$ cat src/rtl/serial_adder_ctrl_pkg.sv
// ---------------------------------------------------------------------------
// serial_add_pkg
// Purpose : shared definitions for the serial adder controller slice.
//           Holds the FSM state encoding and the default operand width.
// Ports   : none (package).
// Config  : SERIAL_ADD_OVF_EN (used by the interface and top, not here).
// ---------------------------------------------------------------------------
package serial_add_pkg;

  // Default operand/result width; legal range is 2..32.
  localparam int DEFAULT_WIDTH = 8;

  // Controller states, encoded explicitly so the values stay fixed.
  typedef enum logic [1:0] {
    IDLE = 2'd0,
    RUN  = 2'd1,
    DONE = 2'd2
  } state_t;

endpackage : serial_add_pkg

$ cat src/rtl/serial_adder_ctrl_if.sv
// ---------------------------------------------------------------------------
// serial_adder_ctrl_if
// Purpose : bundles the request/response signals of the serial adder.
// Signals : start, a, b, cin   - request side (driven by the master)
//           busy, done, sum, cout - response side (driven by the adder)
//           ovf                 - signed overflow, only when
//                                 SERIAL_ADD_OVF_EN is defined
// Modports: master (requester), slave (the adder controller).
// ---------------------------------------------------------------------------
interface serial_adder_ctrl_if
  import serial_add_pkg::*;
#(
  parameter int WIDTH = DEFAULT_WIDTH
);

  logic             start;
  logic [WIDTH-1:0] a;
  logic [WIDTH-1:0] b;
  logic             cin;
  logic             busy;
  logic             done;
  logic [WIDTH-1:0] sum;
  logic             cout;
`ifdef SERIAL_ADD_OVF_EN
  logic             ovf;
`endif

  modport master (
    output start, a, b, cin,
    input  busy, done, sum, cout
`ifdef SERIAL_ADD_OVF_EN
    , input ovf
`endif
  );

  modport slave (
    input  start, a, b, cin,
    output busy, done, sum, cout
`ifdef SERIAL_ADD_OVF_EN
    , output ovf
`endif
  );

endinterface : serial_adder_ctrl_if

$ cat src/rtl/serial_adder_ctrl_fa.sv
// ---------------------------------------------------------------------------
// half_adder_structural / full_adder_cell
// Purpose : the single-bit arithmetic of the serial adder, built from gates.
//           full_adder_cell = two half adders plus an OR for the carry.
// Ports   : half_adder_structural: i_a, i_b -> o_s, o_c
//           full_adder_cell      : i_a, i_b, i_cin -> o_s, o_cout
// Config  : none.
// ---------------------------------------------------------------------------
module half_adder_structural (
  input  logic i_a,
  input  logic i_b,
  output logic o_s,
  output logic o_c
);

  xor u_xor (o_s, i_a, i_b);
  and u_and (o_c, i_a, i_b);

endmodule : half_adder_structural

module full_adder_cell (
  input  logic i_a,
  input  logic i_b,
  input  logic i_cin,
  output logic o_s,
  output logic o_cout
);

  logic w_s0;
  logic w_c0;
  logic w_c1;

  half_adder_structural u_ha0 (
    .i_a (i_a),
    .i_b (i_b),
    .o_s (w_s0),
    .o_c (w_c0)
  );

  half_adder_structural u_ha1 (
    .i_a (w_s0),
    .i_b (i_cin),
    .o_s (o_s),
    .o_c (w_c1)
  );

  // Both half adders can never carry at once, so OR merges the carries.
  or u_or (o_cout, w_c0, w_c1);

endmodule : full_adder_cell

$ cat src/rtl/serial_adder_ctrl.sv
// ---------------------------------------------------------------------------
// serial_adder_ctrl
// Purpose : bit-serial adder. On an accepted start the operands are captured,
//           then one bit per clock is added LSB first through a single
//           full_adder_cell. The result is assembled in a shadow register and
//           published to sum/cout (and ovf) only when the run finishes, so the
//           visible result never changes mid-run.
// Ports   : clk    - clock, rising edge
//           rst_n  - asynchronous active-low reset
//           bus    - serial_adder_ctrl_if.slave (start, a, b, cin in;
//                    busy, done, sum, cout [, ovf] out)
// Config  : SERIAL_ADD_OVF_EN - when defined, adds the registered signed
//           overflow output ovf = (carry into MSB) ^ cout.
// ---------------------------------------------------------------------------
module serial_adder_ctrl
  import serial_add_pkg::*;
#(
  parameter int WIDTH = DEFAULT_WIDTH
) (
  input  logic                clk,
  input  logic                rst_n,
  serial_adder_ctrl_if.slave  bus
);

  // Counter gets one spare bit so it can reach WIDTH without wrapping.
  localparam int CW = $clog2(WIDTH) + 1;
  localparam int IW = $clog2(WIDTH);

  state_t           r_state;
  logic [WIDTH-1:0] r_a;
  logic [WIDTH-1:0] r_b;
  logic [WIDTH-1:0] r_shadow;
  logic [WIDTH-1:0] r_sum;
  logic [CW-1:0]    r_cnt;
  logic             r_carry;
  logic             r_cout;
  logic             r_busy;
  logic             r_done;
`ifdef SERIAL_ADD_OVF_EN
  logic             r_ovf;
`endif

  logic [IW-1:0]    w_idx;
  logic             w_bit_a;
  logic             w_bit_b;
  logic             w_s;
  logic             w_c;
  logic             w_last;

  // The low counter bits address the operand bit being processed this cycle.
  assign w_idx   = r_cnt[IW-1:0];
  assign w_bit_a = r_a[w_idx];
  assign w_bit_b = r_b[w_idx];
  assign w_last  = (r_cnt == CW'(WIDTH - 1));

  full_adder_cell u_fa (
    .i_a    (w_bit_a),
    .i_b    (w_bit_b),
    .i_cin  (r_carry),
    .o_s    (w_s),
    .o_cout (w_c)
  );

  // Single FSM block. Sum bits enter the shadow register from the top so that
  // after WIDTH shifts bit 0 sits at position 0. On the final step the
  // completed word, the final carry and (optionally) the overflow are
  // committed together; r_carry at that point is the carry into the MSB.
  always_ff @(posedge clk or negedge rst_n) begin
    if (!rst_n) begin
      r_state  <= IDLE;
      r_a      <= '0;
      r_b      <= '0;
      r_shadow <= '0;
      r_sum    <= '0;
      r_cnt    <= '0;
      r_carry  <= 1'b0;
      r_cout   <= 1'b0;
      r_busy   <= 1'b0;
      r_done   <= 1'b0;
`ifdef SERIAL_ADD_OVF_EN
      r_ovf    <= 1'b0;
`endif
    end else begin
      case (r_state)
        IDLE: begin
          if (bus.start) begin
            r_a      <= bus.a;
            r_b      <= bus.b;
            r_carry  <= bus.cin;
            r_cnt    <= '0;
            r_shadow <= '0;
            r_busy   <= 1'b1;
            r_state  <= RUN;
          end
        end
        RUN: begin
          r_shadow <= {w_s, r_shadow[WIDTH-1:1]};
          r_carry  <= w_c;
          r_cnt    <= r_cnt + CW'(1);
          if (w_last) begin
            r_sum   <= {w_s, r_shadow[WIDTH-1:1]};
            r_cout  <= w_c;
`ifdef SERIAL_ADD_OVF_EN
            r_ovf   <= r_carry ^ w_c;
`endif
            r_busy  <= 1'b0;
            r_done  <= 1'b1;
            r_state <= DONE;
          end
        end
        DONE: begin
          r_done  <= 1'b0;
          r_state <= IDLE;
        end
        default: begin
          r_busy  <= 1'b0;
          r_done  <= 1'b0;
          r_state <= IDLE;
        end
      endcase
    end
  end

  assign bus.busy = r_busy;
  assign bus.done = r_done;
  assign bus.sum  = r_sum;
  assign bus.cout = r_cout;
`ifdef SERIAL_ADD_OVF_EN
  assign bus.ovf  = r_ovf;
`endif

endmodule : serial_adder_ctrl

$ cat src/flat_wrapper.sv
// flat-port wrapper written by rule: the top's interface ports become plain ports
module serial_adder_ctrl_flat import serial_add_pkg::*;
#(
  parameter int WIDTH = DEFAULT_WIDTH
)
  (clk, rst_n, bus_start, bus_a, bus_b, bus_cin, bus_busy, bus_done, bus_sum, bus_cout);
  serial_adder_ctrl_if #(.WIDTH(WIDTH)) bus_i ();
  input  logic clk;
  input  logic rst_n;
  input wire logic [$bits(bus_i.start)-1:0] bus_start;
  input wire logic [$bits(bus_i.a)-1:0] bus_a;
  input wire logic [$bits(bus_i.b)-1:0] bus_b;
  input wire logic [$bits(bus_i.cin)-1:0] bus_cin;
  output wire logic [$bits(bus_i.busy)-1:0] bus_busy;
  output wire logic [$bits(bus_i.done)-1:0] bus_done;
  output wire logic [$bits(bus_i.sum)-1:0] bus_sum;
  output wire logic [$bits(bus_i.cout)-1:0] bus_cout;
  assign bus_i.start = bus_start;
  assign bus_i.a = bus_a;
  assign bus_i.b = bus_b;
  assign bus_i.cin = bus_cin;
  assign bus_busy = bus_i.busy;
  assign bus_done = bus_i.done;
  assign bus_sum = bus_i.sum;
  assign bus_cout = bus_i.cout;
  serial_adder_ctrl #(.WIDTH(WIDTH)) u_core (.clk(clk), .rst_n(rst_n), .bus(bus_i));
endmodule
$ cat config.mk
export PLATFORM = sky130hd
export DESIGN_NAME = serial_adder_ctrl_flat
export DESIGN_NICKNAME = d
export VERILOG_FILES = /design/src/rtl/serial_adder_ctrl_pkg.sv /design/src/rtl/serial_adder_ctrl_if.sv /design/src/rtl/serial_adder_ctrl_fa.sv /design/src/rtl/serial_adder_ctrl.sv /design/src/flat_wrapper.sv
export SDC_FILE = /design/constraint.sdc
export NUM_CORES = 1
export LEC_CHECK = 0
export CAP_MARGIN = 30
export CORE_ASPECT_RATIO = 1.1
export CORE_UTILIZATION = 46
export DETAILED_ROUTE_END_ITERATION = 7
export GPL_ROUTABILITY_DRIVEN = 1
export PLACE_DENSITY = 0.74
export SYNTH_ARGS = -nofsm -noshare
export SYNTH_HDL_FRONTEND = slang
export SYNTH_SLANG_ARGS = --single-unit
$ cat constraint.sdc
create_clock -name clk -period 2.4 [get_ports clk]
set_clock_uncertainty 0.2 [all_clocks]
set_input_delay 0.36 -clock clk [delete_from_list [all_inputs] [get_ports clk]]
set_output_delay 0.36 -clock clk [all_outputs]
set_load 0.03 [all_outputs]
; ---- Yosys cells after proc, flatten, opt, wreduce, memory -nomap -nowiden
; Index checks and enable logic that the tools add are counted.
[op_classes]
magnitude_cmp = 1
n_addsub = 1
mux = 18
eq_ne = 5
bitwise_logic = 7
n_reduce_logical = 8
[op_table]
columns = operator, n
row1 = one-hot mux 8 bit (2 select lines), 1
row2 = AND reduction 2 bit, 5
row3 = two-way mux 8 bit, 1
row4 = one-hot mux 4 bit (2 select lines), 1
row5 = binary-select mux 1 bit (select 3 bit), 2
row6 = two-way mux 1 bit, 6
row7 = adder 4 x 1 -> 4 bit (second input constant), 1
row8 = equality test 4 x 3 -> 1 bit (second input constant), 1
row9 = less-than comparator 3 x 4 -> 1 bit (second input constant), 1
row10 = two-way mux 2 bit, 2
row11 = two-way mux 4 bit, 1
row12 = one-hot mux 1 bit (2 select lines), 2
row13 = one-hot mux 2 bit (2 select lines), 1
row14 = one-hot mux 1 bit (3 select lines), 1
row15 = AND reduction 3 bit, 1
row16 = AND 1 bit, 2
row17 = equality test 2 x 1 -> 1 bit (second input constant), 1
row18 = equality test 2 bit (second input constant), 1
row19 = logical NOT 2 bit, 1
row20 = != test 2 x 1 -> 1 bit (second input constant), 1
row21 = != test 2 bit (second input constant), 1
row22 = inverter 1 bit, 2
row23 = nonzero test 2 bit, 1
row24 = bitwise XOR 1 bit, 2
row25 = OR 1 bit, 1
[word_totals]
output_inout_bits = 11
regBits = 42
word_cells = 50

; ---- Logic depth before layout (Yosys ltp)
; Gate-level depths: netlist of run 1.
[depth]
depth_word = 6
mapped_depth = 6
depth_no_buf = 5

; ---- Hierarchy
; A second synthesis of run 1 with hierarchy kept.
[unflattened]
cells_unflattened = 115
area_unflattened_um2 = 1794.2
[by_module_without_submodules]
columns = module, seq_area_each_um2, instances, cells_each, area_per_inst_um2
row1 = serial_adder_ctrl, 1026.0, 1, 112, 1762.9
row2 = half_adder_structural, 0.0, 2, 1, 12.5
row3 = full_adder_cell, 0.0, 1, 1, 6.3

; ---- Worst setup path before layout of run 1
; No wires, ideal clock.
[synth_timing]
path_kind = reg-to-reg
start = register u_core.r_cnt[1]
end = register u_core.r_sum[7], in the netlist u_core.bus.sum[7]
path_buffers = 1
required_ns = 2.075
period_less_slack_ns = 2.307
path_stages_with_launch = 6
setup_time_ns = 0.125
t_arrival_ns = 1.982
slack_ns = 0.093
path_cell_list = dfrtp_1 > buf_6 > mux4_1 > mux2_2 > fa_1 > mux2_2
[synth_via]
elab_chain_len = 4
word_cells_on_any_way = 8
classes_between = eq/ne (1) / mux (4) / bitwise (2) / reduce/logical (1)
[synth_lines]
columns = element, line_no
row1 = "start, declared", serial_adder_ctrl.sv:34  ; logic [CW-1:0] r_cnt;
row2 = "start signal, assigned", serial_adder_ctrl.sv:99  ; r_cnt <= r_cnt + CW'(1);
row3 = binary-select mux 1 bit (select 3 bit) (on tied branches), "serial_adder_ctrl.sv:52, serial_adder_ctrl.sv:53"
row4 = two-way mux 1 bit (on tied branches), "serial_adder_ctrl.sv:52, serial_adder_ctrl.sv:53"
row5 = bitwise XOR 1 bit (*) (2 in a row), serial_adder_ctrl_fa.sv:16  ; xor u_xor (o_s, i_a, i_b);
row6 = via u_core.u_fa.o_s, serial_adder_ctrl_fa.sv:25  ; output logic o_s,
row7 = "end signal, assigned", serial_adder_ctrl.sv:101  ; r_sum <= {w_s, r_shadow[WIDTH-1:1]};
row8 = "end, declared", serial_adder_ctrl.sv:33  ; logic [WIDTH-1:0] r_sum;
; Mark *: on every way through the listed nets, which the timed path passes. The rest lies on a longest branch. The select of a mux whose other input is x is not followed.
; A chain may end at the register's enable or synchronous reset.

; ---- Worst setup path in the final report of run 1
; Same ends and word-level chain as after synthesis.

==> flow_summary.toml, run 1 <==
[outcome]
status = "finished with violations"
violations = "negative hold slack"

[cts]
cts_buffer_depth = 2
ctsHoldBuffers = 0
clk_pin_slew_ns = 0.07
cts_max_level = 2
post_cts_buffers = 0
cts_sinks = 41
cts_tree = "yes"
worstSkewPairLatency_ns = 0.29
numCtsBuffers = 5
cts_root_buf = "clkbuf_8"
cts_resized = 0

[power]
max-vdd-ir-drop_mv = 0.495
total_leakage_power_nw = 0.944
power_density_nw_per_um2 = 1360

[sta]
finalCritPeriodShare_pct = 96.2
clock.fmax_ghz = 0.433
slew_violations = 0
fin_tns_setup_ns = 0
hold_viol = 32
min_period_ns = 2.31
rsz0062_at_grt = "false"
hold_ws_ns = -0.0176
maxSlewHeadroom_pct = 41.9
finalSetupViolations = 0
worstMarginPinSlew_ns = 0.871

[global_route]
grt_pass1_vias = 1065
grt_max_degree = 42
antenna_found_initial = 0
grt_remaining_overflow = 0
grt_pass1_wl_mm = 4.95
grtUsageTotal_pct = 17.3

[setup_path]
rr_worst_depth = 4
crit_path_max_fanout = 5
r2r_start = "u_core.r_cnt[1]"
reg2reg_slack_ns = 0.09
critical_path.endpoint_type = "flop"
start_kind = "flop"
r2r_end = "u_core.bus.sum[7]"
critPathArrivalTime_ns = 2.29
required_ns = 2.38
path_class = "flop to flop"

[layout]
final_nets = 171
antennaDiodeCount = 0
seq_area_um2 = 1030
multiInputGateArea_um2 = 682
final_layout_size_suffix_gt1_share_pct = 29.3
n_fill_cell = 319
instances_no_fill = 200
syn_to_final_growth_pct = 24.1

[run]
cap_violations = 0

[route]
drt_iter0_markers = 36
drtAntennaViolNets = 0
routedWlPerCell_um = 14.6
drc_errors = 0
vias_per_cell = 5.32
vias = 1063
dr.pass1.iters = 4
wl_mm = 2.93

[synthesis]
synth_cells = 114
synthesis.area_um2 = 1760
synth_nets = 136
yosysSeqAreaShare_pct = 58.2
synth.area.top_cells = "dfrtp_1 58%, mux2_2 17%, mux4_1 6.0%, a22o_1 4.0%, buf_6 1.9%"
synth-seq-cells = 41
synth_cell_types = 24
syn_area_per_cell_um2 = 15.5
post-synth-top-area-fraction_pct = 58.2
synth-warning-count = 0
synth_top_cell_by_area = "dfrtp_1"

[floorplanning]
die_area_um2 = 4080
die_w_um = 61.0
start_util_pct = 48.2
placeableCoreArea_um2 = 3650
die_h_um = 66.9
rows = 23
io-pin-count = 31

[place]
dpl.cell_count = 192
globalplace.congestion = 0.759
io_buffers = 30
hpwl_mm = 2.16

[worst_hold_path]
hold_class = "primary input to asynchronous set/reset pin"
## logic make-up after synthesis
kind of cell,after synthesis,share of synthesized area (%)
buffers and inverters,8,3.20
adder cells (fa/ha/maj),2,1.85
multiplexers,33,24.4
AO/OA/AOI/OAI,17,7.24
flip-flops,41,58.2
AND/OR/NAND/NOR,13,5.11
## layer usage
metal  track usage (%)  up-vias  wire length [µm]
met1              19.2      532              1150
li1                  -      486                 -
met2              29.9       39              1580
met5                 0        -                 0
met4              6.82        0                46
met3              5.83        6               157
## cell usage after synthesis (all sizes together)
cell type / instances
a21oi: 2
a22o: 9
a22oi: 1
buf: 6
dfrtp: 41
fa: 1
ha: 1
inv: 2
mux2: 27
mux2i: 2
mux4: 4
nand2: 3
nand2b: 3
nand3b: 1
nand4: 1
nor2: 2
nor2b: 2
nor3b: 1
o21ai: 2
o21bai: 1
o22ai: 2
## worst max-delay path by stage
stage                               start           endpoint  depth (start not counted)
after floorplan           u_core.r_cnt[1]  u_core.bus.sum[7]                          5
after global placement    u_core.r_cnt[1]  u_core.bus.sum[7]                          4
after detailed placement  u_core.r_cnt[1]  u_core.bus.sum[7]                          4
after global routing      u_core.r_cnt[1]     u_core.r_carry                          5
after CTS                 u_core.r_cnt[1]  u_core.bus.sum[7]                          4
final                     u_core.r_cnt[1]  u_core.bus.sum[7]                          4
## final cells by class
cell class | instances | area share [%]
clock buffers | 6 | 3.32
clock inverters | 2 | 0.458
inverters | 2 | 0.343
multi-input cells | 65 | 31.2
flip-flops and latches | 41 | 47.0
well taps | 50 | 2.86
repair buffers | 34 | 14.9
## critical path: stages (launching register included)
cell     delay [ns]
dfrtp_2        0.42
mux4_1         0.57
mux2_2         0.30
fa_2           0.45
mux2_2         0.27
## stage by stage
step | cell area, µm² | hold slack [ns] | setup WS [ns] | util, % | total power (W)
2_1_floorplan | 1760 | -0.136 | 0.0931 | - | 0.00217
3_3_place_gp | 2100 | 0.283 | 0.0749 | 57.5 | 0.00249
3_5_place_dp | 2100 | 0.294 | 0.0507 | 57.5 | 0.00256
4_1_cts | 2180 | 0.00286 | 0.0231 | 59.7 | 0.00299
5_1_grt | 2190 | 0.0468 | 0.0133 | 59.8 | 0.00319
6_report | 2190 | -0.0176 | 0.0918 | 59.8 | 0.00297
## where the power goes
part | switching (W) | total, W | internal, W
registers | 0.000251 | 0.00128 | 0.00103
clock network | 0.000215 | 0.000417 | 0.000201
logic | 0.000532 | 0.00127 | 0.000739
total | 0.000999 | 0.00297 | 0.00197
## sequential cells by signal (all words and copies together), names as in the netlist
register and cells:
u_core.r_shadow 7, u_core.r_a 8, u_core.bus.sum 8, u_core.r_state 2, u_core.bus.busy 1, u_core.bus.done 1
u_core.r_cnt 4, u_core.r_b 8, u_core.r_carry 1, u_core.bus.cout 1
## cell usage in the layout, fill, tap and decap left out, types with 2 or more instances in the layout
cell type,Yosys,routed
dfrtp_1,41,40
a21oi_1,2,2
o21ai_0,2,2
nor2b_1,2,2
nand2_1,3,3
mux4_1,4,4
buf_4,0,4
mux2i_1,2,2
clkdlybuf4s50_1,0,29
clkinv_2,0,2
a22o_1,8,8
o22ai_1,2,2
nand2b_1,3,3
mux2_2,27,27
inv_1,2,2
clkbuf_8,0,5
No activity file was read; power rests on OpenSTA's default activity.
==> run 2, diff against run 1 <==
GPL_TIMING_DRIVEN = 0   (was default)
PLACE_DENSITY = 0.75   (was 0.74)
TNS_END_PERCENT = 50   (was default)
==> flow_summary.toml, run 2 (synthesis gave the netlist of run 1 again) <==
[layout]
fin_area_um2 = 2230
final_common_cell = "dfrtp_1"
n_fill_cell = 313
antennaDiodeCount = 0
final_nets = 174
mostFrequentLayoutCells = "41 x dfrtp_1, 29 x clkdlybuf4s50_1, 27 x mux2_2"
fin_util_pct = 61.0
syn_to_final_growth_pct = 26.6
final_layout_size_suffix_gt1_share_pct = 32.7

[route]
vias = 1074
drt_iter0_markers = 39
drc_errors = 0
routedWlPerCell_um = 14.6
drtAntennaViolNets = 0
dr.pass1.iters = 4
vias_per_cell = 5.29
wl_mm = 2.97

[sta]
worstMarginPinSlew_ns = 0.876
rsz0062_at_grt = "false"
min_period_ns = 2.34
slew_violations = 0
finalCritPeriodShare_pct = 97.4
hold_ws_ns = -0.0118
clock.fmax_ghz = 0.428
hold_viol = 21
layout_setup_ws_ns = 0.0635
finalSetupViolations = 0
maxSlewHeadroom_pct = 41.6

[cts]
ctsHoldBuffers = 0
cts_max_level = 2
numCtsBuffers = 5
cts_tree = "yes"
cts_root_buf = "clkbuf_8"
cts_sinks = 41
clk_pin_slew_ns = 0.07
worstSkewPairLatency_ns = 0.29
cts_buffer_depth = 2

[setup_path]
r2r_end = "u_core.bus.sum[7]"
critical_path.endpoint_type = "flop"
slowest_delay_ns = 0.49
required_ns = 2.37
cpMostUsedCell = "mux2_2"
reg2reg_slack_ns = 0.06
crit_path_max_fanout = 6
r2r_start = "u_core.r_cnt[1]"
path_cells = "buf_6, mux4_2, mux2_2, fa_2, mux2_2"
start_kind = "flop"
critPathArrivalTime_ns = 2.31
crit_path_top_delay_cell = "mux4_2"
rr_worst_depth = 5
path_class = "flop to flop"

[power]
p_int_w = 0.00214
switching_power_w = 0.00102
max-vdd-ir-drop_mv = 0.576
power_frac_seq_pct = 39.0
total_leakage_power_nw = 0.956
power_frac_clock_pct = 17.6
p_comb_share_pct = 43.5
p_sw_share_pct = 32.3
power_density_nw_per_um2 = 1420
total_power_w = 0.00316

[outcome]
violations = "negative hold slack"
status = "finished with violations"

[global_route]
antenna_found_initial = 0
grtUsageTotal_pct = 17.6
grt_remaining_overflow = 0
grt_max_degree = 42
grt_pass1_vias = 1126
grt_pass1_wl_mm = 5.08

[run]
cap_violations = 0

[place]
place_ws_ns = -0.0530
hpwl_mm = 2.15
placed_cell_area_um2 = 2120
globalplace.congestion = 0.773
io_buffers = 30

[worst_hold_path]
hold_class = "primary input to asynchronous set/reset pin"

[floorplanning]
die_h_um = 66.9
rows = 23
start_util_pct = 48.2
die_w_um = 61.0
placeableCoreArea_um2 = 3650
io-pin-count = 31
die_area_um2 = 4080
## run 2: cell types whose count changed in the layout (fill, tap and decap cells not counted), sizes merged
cell / change
buf: +3
clkinv: -2
bufinv: +1
clkbuf: +1
## run 2: cell type report
class	count	area [µm²]	share of cell area (%)
clock inverters	1	30.0	1.35
inverters	2	7.51	0.337
clock buffers	7	86.3	3.87
multi-input cells	65	667	29.9
repair buffers	31	303	13.6
flip-flops and latches	41	1030	46.0
well taps	50	62.6	2.80
plain buffers	6	48.8	2.19
## run 2: power groups by stage
stage | Sequential, W | Clock [W] | Combinational (W)
3_5_place_dp | 0.00124 | 0 | 0.00136
6_report | 0.00123 | 0.000556 | 0.00138
4_1_cts | 0.00123 | 0.000573 | 0.00139
5_1_grt | 0.00127 | 0.000601 | 0.00150
3_3_place_gp | 0.00121 | 0 | 0.00131
2_1_floorplan | 0.00134 | 0 | 0.000821
## run 2: how the worst max path moves through the flow
stage | startpoint | endpoint | slack [ns]
floorplan | u_core.r_cnt[1] | u_core.bus.sum[7] | 0.09
global placement | rst_n | u_core.r_b[3] | -0.15
detailed placement | u_core.r_cnt[1] | u_core.bus.sum[7] | -0.05
CTS | u_core.r_cnt[1] | u_core.bus.sum[7] | 0.009
global route | u_core.r_cnt[1] | u_core.bus.sum[7] | 0.002
finish | u_core.r_cnt[1] | u_core.bus.sum[7] | 0.06
## run 2: worst max-delay path: cells and delay by family (launching register included)
family / cells / cell delay (ns)
muxes: 3 / 1.05
adders and majority gates: 1 / 0.46
DFF: 1 / 0.37
buffers and inverters: 1 / 0.14
## run 2: metrics by stage
step           hold slack, ns  instances  TNS (ns)
5_1_grt                0.0454        203         0
2_1_floorplan          -0.136        114         0
3_3_place_gp            0.282        194     -6.12
4_1_cts                0.0184        203         0
6_report              -0.0118        203         0
3_5_place_dp            0.291        194   -0.0884
## run 2: metal layers
| metal | GRT usage [%] | part of all wire (%) | up-vias |
|---|---|---|---|
| met2 | 29.8 | 52 | 37 |
| met1 | 20.1 | 41 | 537 |
| li1 | - | - | 492 |
| met3 | 5.83 | 5.6 | 8 |
| met5 | 0 | 0 | - |
| met4 | 7.10 | 1.8 | 0 |
## run 2: what timing repair did
item	in CTS	in global routing
pin swaps	1	0
setup buffers	1	0
gates resized for setup	3	2
setup endpoints to repair	3	4
